--- config.mk ---
export PLATFORM = sky130hd
export DESIGN_NAME = fetch_unit
export DESIGN_NICKNAME = d
export VERILOG_FILES = /design/src/rtl/fetch_unit.sv
export SDC_FILE = /design/constraint.sdc
export NUM_CORES = 1
export LEC_CHECK = 0
export CAP_MARGIN = 20
export CORE_AREA = 8 8 170 132
export CTS_CLUSTER_SIZE = 28
export DETAILED_ROUTE_END_ITERATION = 8
export DIE_AREA = 0 0 178 140
export PLACE_DENSITY = 0.79
export SLEW_MARGIN = 20
export SYNTH_ARGS = -nofsm -noshare
export SYNTH_HDL_FRONTEND = slang
export SYNTH_SLANG_ARGS = --single-unit
--- constraint.sdc ---
create_clock -name clk_i -period 5.1 [get_ports clk_i]
set_clock_uncertainty 0.1 [all_clocks]
set_input_delay 1.02 -clock clk_i [delete_from_list [all_inputs] [get_ports clk_i]]
set_output_delay 1.02 -clock clk_i [all_outputs]
set_load 0.01 [all_outputs]
--- src/rtl/fetch_unit.sv ---
// Instruction fetch unit: single-outstanding imem requester feeding a small in-order queue toward decode.
// Optional performance counters are built when FETCH_PERF_CNT_EN is defined.
module fetch_unit #(
  parameter logic [31:0] RESET_PC = 32'h0000_0000,
  parameter int unsigned QDEPTH   = 2
) (
  input  logic        clk_i,
  input  logic        rst_i,
  output logic        imem_req_o,
  output logic [31:0] imem_addr_o,
  input  logic        imem_rvalid_i,
  input  logic [31:0] imem_rdata_i,
  input  logic        redirect_i,
  input  logic [31:0] redirect_pc_i,
  output logic        inst_valid_o,
  output logic [31:0] inst_o,
  output logic [31:0] pc_o,
  input  logic        id_ready_i,
  output logic [31:0] fetch_cnt_o,
  output logic [31:0] flush_cnt_o
);

  localparam int unsigned PTR_W = $clog2(QDEPTH);
  localparam int unsigned CNT_W = PTR_W + 1;
  localparam int unsigned OCC_W = CNT_W + 1;
  localparam logic [31:0] NOP_INST   = 32'h0000_0013;
  localparam logic [31:0] RESET_ADDR = {RESET_PC[31:2], 2'b00};

  typedef struct packed {
    logic [31:0] pc;
    logic [31:0] inst;
  } entry_t;

  if ((QDEPTH != 2) && (QDEPTH != 4) && (QDEPTH != 8)) begin : g_bad_qdepth
    $error("fetch_unit: QDEPTH must be 2, 4 or 8");
  end

  logic [31:0]      pc_q;
  logic [31:0]      req_pc_q;
  logic             out_q;
  logic             discard_q;
  entry_t           q_mem [QDEPTH];
  logic [PTR_W-1:0] rd_ptr_q;
  logic [PTR_W-1:0] wr_ptr_q;
  logic [CNT_W-1:0] count_q;

  logic             not_empty;
  logic             resp;
  logic             push;
  logic             pop;
  logic             issue;
  logic [OCC_W-1:0] occ;

  // A slot freed by this cycle's pop may be claimed by this cycle's request,
  // which is what lets a 1-cycle memory sustain one instruction per cycle.
  always_comb begin
    not_empty = (count_q != '0);
    resp      = out_q & imem_rvalid_i;
    push      = resp & ~discard_q & ~redirect_i & ~rst_i;
    pop       = not_empty & id_ready_i & ~redirect_i & ~rst_i;
    occ       = OCC_W'(count_q) + OCC_W'(out_q) - OCC_W'(pop);
    issue     = ~rst_i & ~redirect_i & (~out_q | imem_rvalid_i) & (occ < OCC_W'(QDEPTH));
  end

  assign imem_req_o   = issue;
  assign imem_addr_o  = pc_q;
  assign inst_valid_o = not_empty & ~rst_i;
  assign inst_o       = inst_valid_o ? q_mem[rd_ptr_q].inst : NOP_INST;
  assign pc_o         = inst_valid_o ? q_mem[rd_ptr_q].pc : 32'h0000_0000;

  // Fetch PC, outstanding-request tracking and stale-response discard.
  always_ff @(posedge clk_i) begin
    if (rst_i) begin
      pc_q      <= RESET_ADDR;
      req_pc_q  <= 32'h0000_0000;
      out_q     <= 1'b0;
      discard_q <= 1'b0;
    end else begin
      if (redirect_i) begin
        pc_q <= {redirect_pc_i[31:2], 2'b00};
      end else if (issue) begin
        pc_q <= pc_q + 32'd4;
      end

      if (issue) begin
        req_pc_q <= pc_q;
        out_q    <= 1'b1;
      end else if (resp) begin
        out_q <= 1'b0;
      end

      // A response coinciding with the redirect is dropped directly, so only
      // a still-pending request needs the discard marker.
      if (redirect_i && out_q && !imem_rvalid_i) begin
        discard_q <= 1'b1;
      end else if (resp) begin
        discard_q <= 1'b0;
      end
    end
  end

  // Queue storage carries no reset; validity is tracked by count_q.
  always_ff @(posedge clk_i) begin
    if (push) begin
      q_mem[wr_ptr_q] <= '{pc: req_pc_q, inst: imem_rdata_i};
    end
  end

  always_ff @(posedge clk_i) begin
    if (rst_i || redirect_i) begin
      rd_ptr_q <= '0;
      wr_ptr_q <= '0;
      count_q  <= '0;
    end else begin
      if (push) begin
        wr_ptr_q <= wr_ptr_q + PTR_W'(1);
      end
      if (pop) begin
        rd_ptr_q <= rd_ptr_q + PTR_W'(1);
      end
      case ({push, pop})
        2'b10:   count_q <= count_q + CNT_W'(1);
        2'b01:   count_q <= count_q - CNT_W'(1);
        default: count_q <= count_q;
      endcase
    end
  end

`ifdef FETCH_PERF_CNT_EN
  logic [31:0] fetch_cnt_q;
  logic [31:0] flush_cnt_q;

  always_ff @(posedge clk_i) begin
    if (rst_i) begin
      fetch_cnt_q <= 32'h0000_0000;
      flush_cnt_q <= 32'h0000_0000;
    end else begin
      if (pop) begin
        fetch_cnt_q <= fetch_cnt_q + 32'd1;
      end
      if (redirect_i) begin
        flush_cnt_q <= flush_cnt_q + 32'd1;
      end
    end
  end

  assign fetch_cnt_o = fetch_cnt_q;
  assign flush_cnt_o = flush_cnt_q;
`else
  assign fetch_cnt_o = 32'h0000_0000;
  assign flush_cnt_o = 32'h0000_0000;
`endif

  // Target low bits are forced to word alignment and never read.
  logic unused_redirect_lsbs;
  assign unused_redirect_lsbs = ^redirect_pc_i[1:0];

endmodule

* Word level (Yosys, flattened, before mapping)
Memories as Yosys holds them, arrays and structs flattened. A register that Yosys moved wholly into a read port is not among the register bits.
Cells that the tools add are included.
** Storage, ports and cells
- Memories :: 1
- Register bits :: 70
- Bits of input ports :: 69
- Word-level logic and storage cells :: 57
- Bits in writable memories :: 128
- Output and inout port bits :: 162
** Memory list
- q_mem :: words 2, bits a word 64, rd ports 1, clocked after Yosys merged registers in 1, write ports 1, RTL line 42 : entry_t q_mem [QDEPTH];
** Cells by class
- Add/sub/neg operators :: 7
- Muxes and demuxes :: 12
- Equality and inequality tests :: 2
- Bitwise gates (word level) :: 16
- $lt $le $gt $ge :: 1
- Reduce and logical (&&, ||, !) cells :: 10
** Operator list (count)
- 32-bit 2-to-1 mux :: 4
- 32-bit by 3-bit adder with 32-bit output (second input constant) :: 1
- 1-bit bitwise AND :: 11
- 2-bit nonzero test :: 5
- 1-bit 2-to-1 mux :: 7
- 1-bit NOT :: 4
- 2-bit case mux with 2 select lines :: 1
- 2-bit by 1-bit adder with 3-bit output :: 1
- 3-bit by 2-bit less-than comparator with 1-bit output (second input constant) :: 1
- 3-bit by 1-bit subtractor with 3-bit output :: 1
- 1-bit adder (second input constant) :: 2
- 2-bit by 1-bit adder with 2-bit output (second input constant) :: 1
- 2-bit by 1-bit equality test with 1-bit output (second input constant) :: 1
- 2-bit equality test (second input constant) :: 1
- 1-bit logical AND :: 2
- 2-bit OR reduction :: 1
- 2-bit by 1-bit subtractor with 2-bit output (second input constant) :: 1
- 1-bit zero test :: 1
- 1-bit logical OR :: 1
- 1-bit bitwise OR :: 1

* Depth between registers and ports, before layout
Gate-level depths: netlist of run 1.
- Word-level depth :: 9
- Gate-level depth with buffers :: 14
- Gate-level depth less buffers :: 11

* Worst setup path after synthesis of run 1
Ideal clock, no wire load.
- Path type :: in2reg
- Start point :: input port redirect_i
- End point :: memory q_mem[0][0] (netlist bit) (enable)
- Path buffers :: 1
- Slack :: 0.119 ns
- Arrival time :: 4.399 ns
- Stages on the path :: 5
- Required time :: 4.518 ns
- Cell sequence :: or2_1 > clkbuf_1 > nor3_1 > inv_1 > nor2_1
** On the way
- Cells in the longest elaborated chain, start to end :: 5
** Ends and longest elaborated chain
- start, declared :: RTL line 13 : input logic redirect_i,
- 1-bit NOT :: RTL line 59 : push = resp & ~discard_q & ~redirect_i & ~rst_i;
- 1-bit bitwise AND (2 in series) :: RTL line 59
- 1-bit 2-to-1 mux :: RTL line 104 : if (push) begin
- 1-bit 2-to-1 mux (implied by the code) :: RTL line 105 : q_mem[wr_ptr_q] <= '{pc: req_pc_q, inst: imem_rdata_i};
- end, declared :: RTL line 42
No other way between the ends.

* Final worst setup path of run 1
- Start point :: input port id_ready_i
- End point :: output port imem_req_o
** On the way
- Cells in the longest elaborated chain, start to end :: 6
** Ends and longest elaborated chain
- start, declared :: RTL line 18 : input logic id_ready_i,
- 1-bit bitwise AND (3 in series) :: RTL line 60 : pop = not_empty & id_ready_i & ~redirect_i & ~rst_i;
- named net pop :: RTL line 50 : logic pop;
- 3-bit by 1-bit subtractor with 3-bit output :: RTL line 61 : occ = OCC_W'(count_q) + OCC_W'(out_q) - OCC_W'(pop);
- 3-bit by 2-bit less-than comparator with 1-bit output :: RTL line 62 : issue = ~rst_i & ~redirect_i & (~out_q | imem_rvalid_i) & (occ < OCC_W'(QDEPTH));
- 1-bit bitwise AND :: RTL line 62
- end, declared :: RTL line 9 : output logic imem_req_o,
The timed path passes the listed nets, and every way through them passes these cells.

==> flow_summary.json, run 1 <==
{
  "status": "completed",
  "ant_nets": 0,
  "max_slew.worst_pin.slew_ps": 904,
  "whs_ps": 352,
  "setup_tns_ps": 0,
  "setup.worst_path.class": "in -> out",
  "reg2reg_to": "imem_addr_o[17]",
  "rsz0062_at_grt": "false",
  "top_layer_used": "met4",
  "grt_max_degree": 65,
  "yosys_warnings": 0,
  "powerDensity_nw_per_um2": 301,
  "overflow": 0,
  "async_flop_share": 0,
  "path_common_cell": "nand2b_1",
  "ys.flop_type": "edfxtp_1",
  "cp_max_fo": 4,
  "fp-row-count": 45,
  "first_iter_violations": 397,
  "clockBufferDepth": 2,
  "h-tree-depth": 4,
  "synth_top_area_share": 0.441,
  "reg2reg_depth": 10,
  "synthToLayoutAreaGrowth_pct": 25.3,
  "die_area_sq_um": 24900,
  "syn-mean-instance-area_sq_um": 11.5,
  "final_max_slew_viol_count": 0,
  "antenna_found_initial": 0,
  "p_leak_uw": 0.00366,
  "required_ps": 3980,
  "arrival_ps": 3450,
  "regArea_sq_um": 5070,
  "drc": 0,
  "cp_top_family": "buffers and inverters",
  "start_kind": "input port",
  "met1Wirelength_microns": 8750,
  "p_total_uw": 3190,
  "clock_sinks": 191,
  "netlist_area_sq_um": 8450,
  "grt_util_all_layers": 0.150,
  "hold_buffers": 0,
  "yosysSeqAreaShare": 0.599,
  "regToRegSetupSlack_ps": 1890,
  "setup_violations": 0,
  "dr.pass1.iters": 4,
  "place_congestion": 0.821,
  "wl_per_cell_microns": 16.5,
  "syn_inst": 733,
  "synth_top_cells_by_area": "edfxtp_1, dfxtp_1, mux2i_1, buf_4, nand2_1",
  "viasPerCell": 4.80,
  "cpPeakStageDelay_ps": 480,
  "critPathLaunch": "id_ready_i",
  "nFillCells": 1715,
  "drv_cap": 0,
  "grt_pass1_wl_microns": 29500,
  "dieWidth_microns": 178,
  "irDropWorstVdd_mv": 0.221,
  "pin_count": 231,
  "finalNetCount": 954,
  "wl_met2_microns": 8410,
  "routed-via-count": 5525,
  "pre_cts_ws_ps": 163,
  "fp.dieH_microns": 140,
  "slowest_stage": "clkdlybuf4s50_1",
  "ys_types": 50,
  "hold_viol_final": 0,
  "cp_num_buf_inv": 3,
  "yosysTopAreaCell": "edfxtp_1",
  "ys_seq_elements": 191,
  "drive_above_1_share": 0.0660,
  "route.met3.wl_microns": 1720,
  "initial_core_util": 0.428,
  "path_depth": 11,
  "placedCellCount": 1118,
  "clock_latency_ps": 420,
  "multiInputGateArea_sq_um": 2830,
  "antenna_cells": 0,
  "grt_pass1_vias": 5382,
  "drt_wl_total_microns": 19000,
  "max_freq_mhz": 219,
  "place_hpwl_microns": 13100,
  "relSlewSlack": 0.396,
  "layout_common_cells": "clkdlybuf4s50_1, edfxtp_1, nand2_1",
  "port_buffers": 160,
  "timing.final.crit_share": 0.895,
  "endpoint_kind": "primary output",
  "core_area_sq_um": 19800,
  "fin_cells": 1152,
  "path_cells": "clkdlybuf4s50_1 -> o21ai_0 -> nor2_1 -> ha_1 -> nand2b_1 -> fa_1 -> xnor2_2 -> and3_1 -> nand2b_1 -> inv_2 -> dlymetal6s2s_1",
  "cts_buffers": 17,
  "clkSlewWorstSetupHoldPaths_ps": 60,
  "cts_tree": "done",
  "synth_edf_count": 124,
  "cp-endpoint": "imem_req_o",
  "setup_ws_ps": 533,
  "worstReg2RegStart": "count_q[1]",
  "period_minus_slack_ps": 4570,
  "cts_root_buf": "clkbuf_16",
  "hold_path_class": "reg -> reg",
  "layout_commonest_cell": "clkdlybuf4s50_1"
}
## registers in the layout, indices dropped and copies added, names as in the netlist, named ones only
| name | count |
|---|---|
| count_q | 2 |
| discard_q | 1 |
| imem_addr_o | 30 |
| out_q | 1 |
| q_mem | 124 |
| rd_ptr_q | 1 |
| req_pc_q | 30 |
| wr_ptr_q | 1 |
## where the power goes
part	switching (uW)	leakage [uW]	total [uW]	internal [uW]
logic	116	0.00162	228	111
clock network	540	0.000276	1250	715
registers	39.0	0.00177	1710	1670
total	695	0.00366	3190	2500
## cells by family after synthesis
logic type | count (synthesis) | share of synthesized area
buf+inv | 132 | 0.0970
xor+xnor | 33 | 0.0351
fa+ha+maj | 4 | 0.00681
mux | 65 | 0.0770
simple gates | 218 | 0.122
compound gates | 89 | 0.0622
flops | 191 | 0.599
other cells | 1 | 0.000444
## Yosys cell counts, types with 2 or more instances
cell	n
buf_2	9
nand2b_1	3
o22ai_1	10
dfxtp_1	67
buf_4	68
xor2_1	14
xnor2_1	18
nand4_1	21
clkbuf_8	5
clkbuf_1	26
ha_1	3
nor3_2	2
o21ai_0	3
nor3b_1	6
mux2i_1	65
nor3_1	7
nand2_1	81
o21a_1	16
nand3_1	6
nor2_1	71
edfxtp_1	124
and2_1	2
a21oi_1	54
inv_1	22
and3_1	5
## cell type report
type / instances / share of cell area
inverter: 23 / 0.00815
tap: 258 / 0.0305
sequential: 191 / 0.479
multi-input combinational: 477 / 0.267
clock inverter: 8 / 0.00721
timing repair buffer: 171 / 0.163
clock buffer: 24 / 0.0455
## how the worst min path moves through the flow
stage	start	end	slack [ps]	cells past startpoint
after floorplan	req_pc_q[2]	q_mem[0][34]	330	0
after global placement	req_pc_q[17]	q_mem[0][49]	330	0
after detailed placement	req_pc_q[18]	q_mem[1][50]	340	0
after CTS	req_pc_q[18]	q_mem[0][50]	350	0
after global routing	req_pc_q[17]	q_mem[0][49]	370	0
final	req_pc_q[29]	q_mem[1][61]	350	0
## per-layer routing
| layer | vias to the layer above | GRT usage |
|---|---|---|
| met3 | 15 | 0.0567 |
| met5 | - | 0 |
| met2 | 195 | 0.225 |
| met4 | 0 | 0.0420 |
| li1 | 2715 | - |
| met1 | 2600 | 0.200 |
## stage by stage
stage               utilization  cell area [sq um]
global placement          0.506              10000
finish                    0.536              10600
CTS                       0.534              10600
global route              0.536              10600
floorplan                     -               8700
detailed placement        0.506              10000
## worst register-to-register path: cells and delay by family (launching register included)
| kind | cells | cell delay, ps |
|---|---|---|
| compound gates | 2 | 380 |
| xor+xnor | 2 | 340 |
| fa+ha+maj | 2 | 660 |
| flops | 1 | 500 |
| simple gates | 4 | 1140 |
## repair_timing
item / CTS / global route
endpoints found under the setup margin: 0 / 1
resized for setup: 0 / 1
buffers inserted: 0 / 1
Note: power is estimated with default switching activity, not from simulation.
==> run 2, diff against run 1 <==
--- a/config.mk
+++ b/config.mk
@@ -11,6 +11,7 @@
 export DETAILED_ROUTE_END_ITERATION = 8
 export DIE_AREA = 0 0 178 140
 export PLACE_DENSITY = 0.79
+export SKIP_LAST_GASP = 1
 export SLEW_MARGIN = 20
 export SYNTH_ARGS = -nofsm -noshare
 export SYNTH_HDL_FRONTEND = slang
==> results of run 2 <==
The final DEF is identical to that of run 1; final timing and power are the same.
==> run 3, diff against run 2 <==
--- a/config.mk
+++ b/config.mk
@@ -6,11 +6,14 @@
 export NUM_CORES = 1
 export LEC_CHECK = 0
 export CAP_MARGIN = 20
-export CORE_AREA = 8 8 170 132
+export CELL_PAD_IN_SITES_DETAIL_PLACEMENT = 1
+export CELL_PAD_IN_SITES_GLOBAL_PLACEMENT = 1
+export CORE_AREA = 8 8 203 157
+export CTS_CLUSTER_DIAMETER = 30
 export CTS_CLUSTER_SIZE = 28
 export DETAILED_ROUTE_END_ITERATION = 8
-export DIE_AREA = 0 0 178 140
-export PLACE_DENSITY = 0.79
+export DIE_AREA = 0 0 211 165
+export PLACE_DENSITY = 0.71
 export SKIP_LAST_GASP = 1
 export SLEW_MARGIN = 20
 export SYNTH_ARGS = -nofsm -noshare
==> run 3 against run 2 <==
Against the previous run: sequential cell count did not move; critical path type unchanged; die area up 40%; clock-buffer cell count decreased by 7.
==> flow_summary.json, run 3 (synthesized netlist as in run 1, its figures left out) <==
{
  "status": "completed",
  "cts_tree": "done",
  "cts_root_buf": "clkbuf_16",
  "design_area_sq_um": 10800,
  "setup_violations": 0,
  "pin_count": 231,
  "route.met3.wl_microns": 1080,
  "top_layer_used": "met5",
  "period_minus_slack_ps": 4620,
  "routed-via-count": 5705,
  "hold_viol_final": 0,
  "cp_max_fo": 2,
  "p_leak_uw": 0.00369,
  "core_area_sq_um": 28600,
  "h-tree-depth": 4,
  "timing.final.crit_share": 0.906,
  "cts_setup_buffers": 0,
  "hold_depth": 0,
  "drive_above_1_share": 0.0759,
  "cts_resized": 0,
  "setup_tns_ps": 0,
  "synthToLayoutAreaGrowth_pct": 28.1,
  "fp-row-count": 54,
  "rsz0062_at_grt": "false",
  "met1Wirelength_microns": 10200,
  "hold_buffers": 0,
  "layout_common_cells": "clkdlybuf4s50_1, edfxtp_1, nand2_1",
  "path_cells": "dlymetal6s2s_1 -> o21ai_0 -> nor2_1 -> ha_1 -> nand2b_1 -> fa_1 -> xnor2_2 -> and3_1 -> nand2b_2 -> inv_2 -> clkdlybuf4s50_1",
  "drv_cap": 0,
  "wl_per_cell_microns": 18.1,
  "reg2reg_depth": 11,
  "powerDensity_nw_per_um2": 308,
  "first_iter_violations": 278,
  "layout_commonest_cell": "clkdlybuf4s50_1",
  "finalNetCount": 956,
  "grt_util_all_layers": 0.132,
  "wl_met2_microns": 11700,
  "arrival_ps": 3500,
  "max_slew.worst_pin.slew_ps": 1060,
  "fp.dieH_microns": 165,
  "clock_latency_ps": 440,
  "die_area_sq_um": 34800,
  "viasPerCell": 4.43,
  "top_register": "q_mem",
  "place_congestion": 0.761,
  "drc": 0,
  "grt_max_degree": 65,
  "clkSlewWorstSetupHoldPaths_ps": 70,
  "start_kind": "input port",
  "setup.worst_path.class": "in -> out",
  "max_freq_mhz": 216,
  "endpoint_kind": "primary output",
  "final_max_slew_viol_count": 0,
  "ant_nets": 0,
  "clock_sinks": 191,
  "cts_buffers": 17,
  "cpPeakStageDelay_ps": 550,
  "whs_ps": 359,
  "nFillCells": 3150,
  "postPlaceCellArea_sq_um": 10200,
  "overflow": 0,
  "dr.pass1.iters": 4,
  "initial_core_util": 0.296,
  "place_hpwl_microns": 16300,
  "hold_path_class": "reg -> reg",
  "grt_pass1_wl_microns": 35000,
  "dieWidth_microns": 211,
  "slowest_stage": "clkdlybuf4s50_1",
  "required_ps": 3980,
  "relSlewSlack": 0.296,
  "largest_register_ffs": 124,
  "irDropWorstVdd_mv": 0.218,
  "grt_pass1_vias": 5965,
  "clockBufferDepth": 2,
  "antenna_found_initial": 3,
  "drt_wl_total_microns": 23300,
  "port_buffers": 160
}
==> run 3: cell type report <==
type	count	area (sq um)	area share
sequential	191	5070	0.468
tap	392	490	0.0453
clock buffer	17	425	0.0393
multi-input combinational	477	2830	0.261
timing repair buffer	173	1720	0.159
inverter	23	86.3	0.00798
clock inverter	15	206	0.0191
antenna	1	2.50	0.000231
==> run 3: where the power goes <==
group | switching, uW | internal [uW] | leakage, uW
clock | 700 | 683 | 0.000306
sequential | 40.2 | 1670 | 0.00177
combinational | 125 | 112 | 0.00162
total | 865 | 2460 | 0.00369
==> run 3: per-layer routing <==
layer  up-vias  GRT usage
met5         -          0
met4         2     0.0362
met3        21     0.0339
met2       123      0.227
met1      2844      0.163
li1       2715          -
==> run 3: metrics by stage <==
| step | power (uW) | worst slack, ps | cells | util |
|---|---|---|---|---|
| 6_report | 3330 | 479 | 1289 | 0.379 |
| 5_1_grt | 3460 | 366 | 1289 | 0.379 |
| 4_1_cts | 3370 | 74.8 | 1288 | 0.379 |
| 3_5_place_dp | 1980 | 88.4 | 1256 | 0.356 |
| 3_3_place_gp | 1970 | 164 | 1256 | 0.356 |
| 2_1_floorplan | 1890 | 119 | 800 | - |
==> run 3: critical path: cells and delay by family <==
family	cells	cell delay [ps]
AO/OA/AOI/OAI	1	180
AND/OR/NAND/NOR	4	630
adder cells (fa/ha/maj)	2	670
buffers and inverters	3	810
XOR/XNOR	1	170
==> run 3: path summary, 6_finish.rpt <==
kind / start / to / slack, ps
min reg2reg: req_pc_q[19] / q_mem[1][51] / 360
min: req_pc_q[19] / q_mem[1][51] / 360
max reg2reg: count_q[1] / imem_addr_o[17] / 1830
max: id_ready_i / imem_req_o / 480
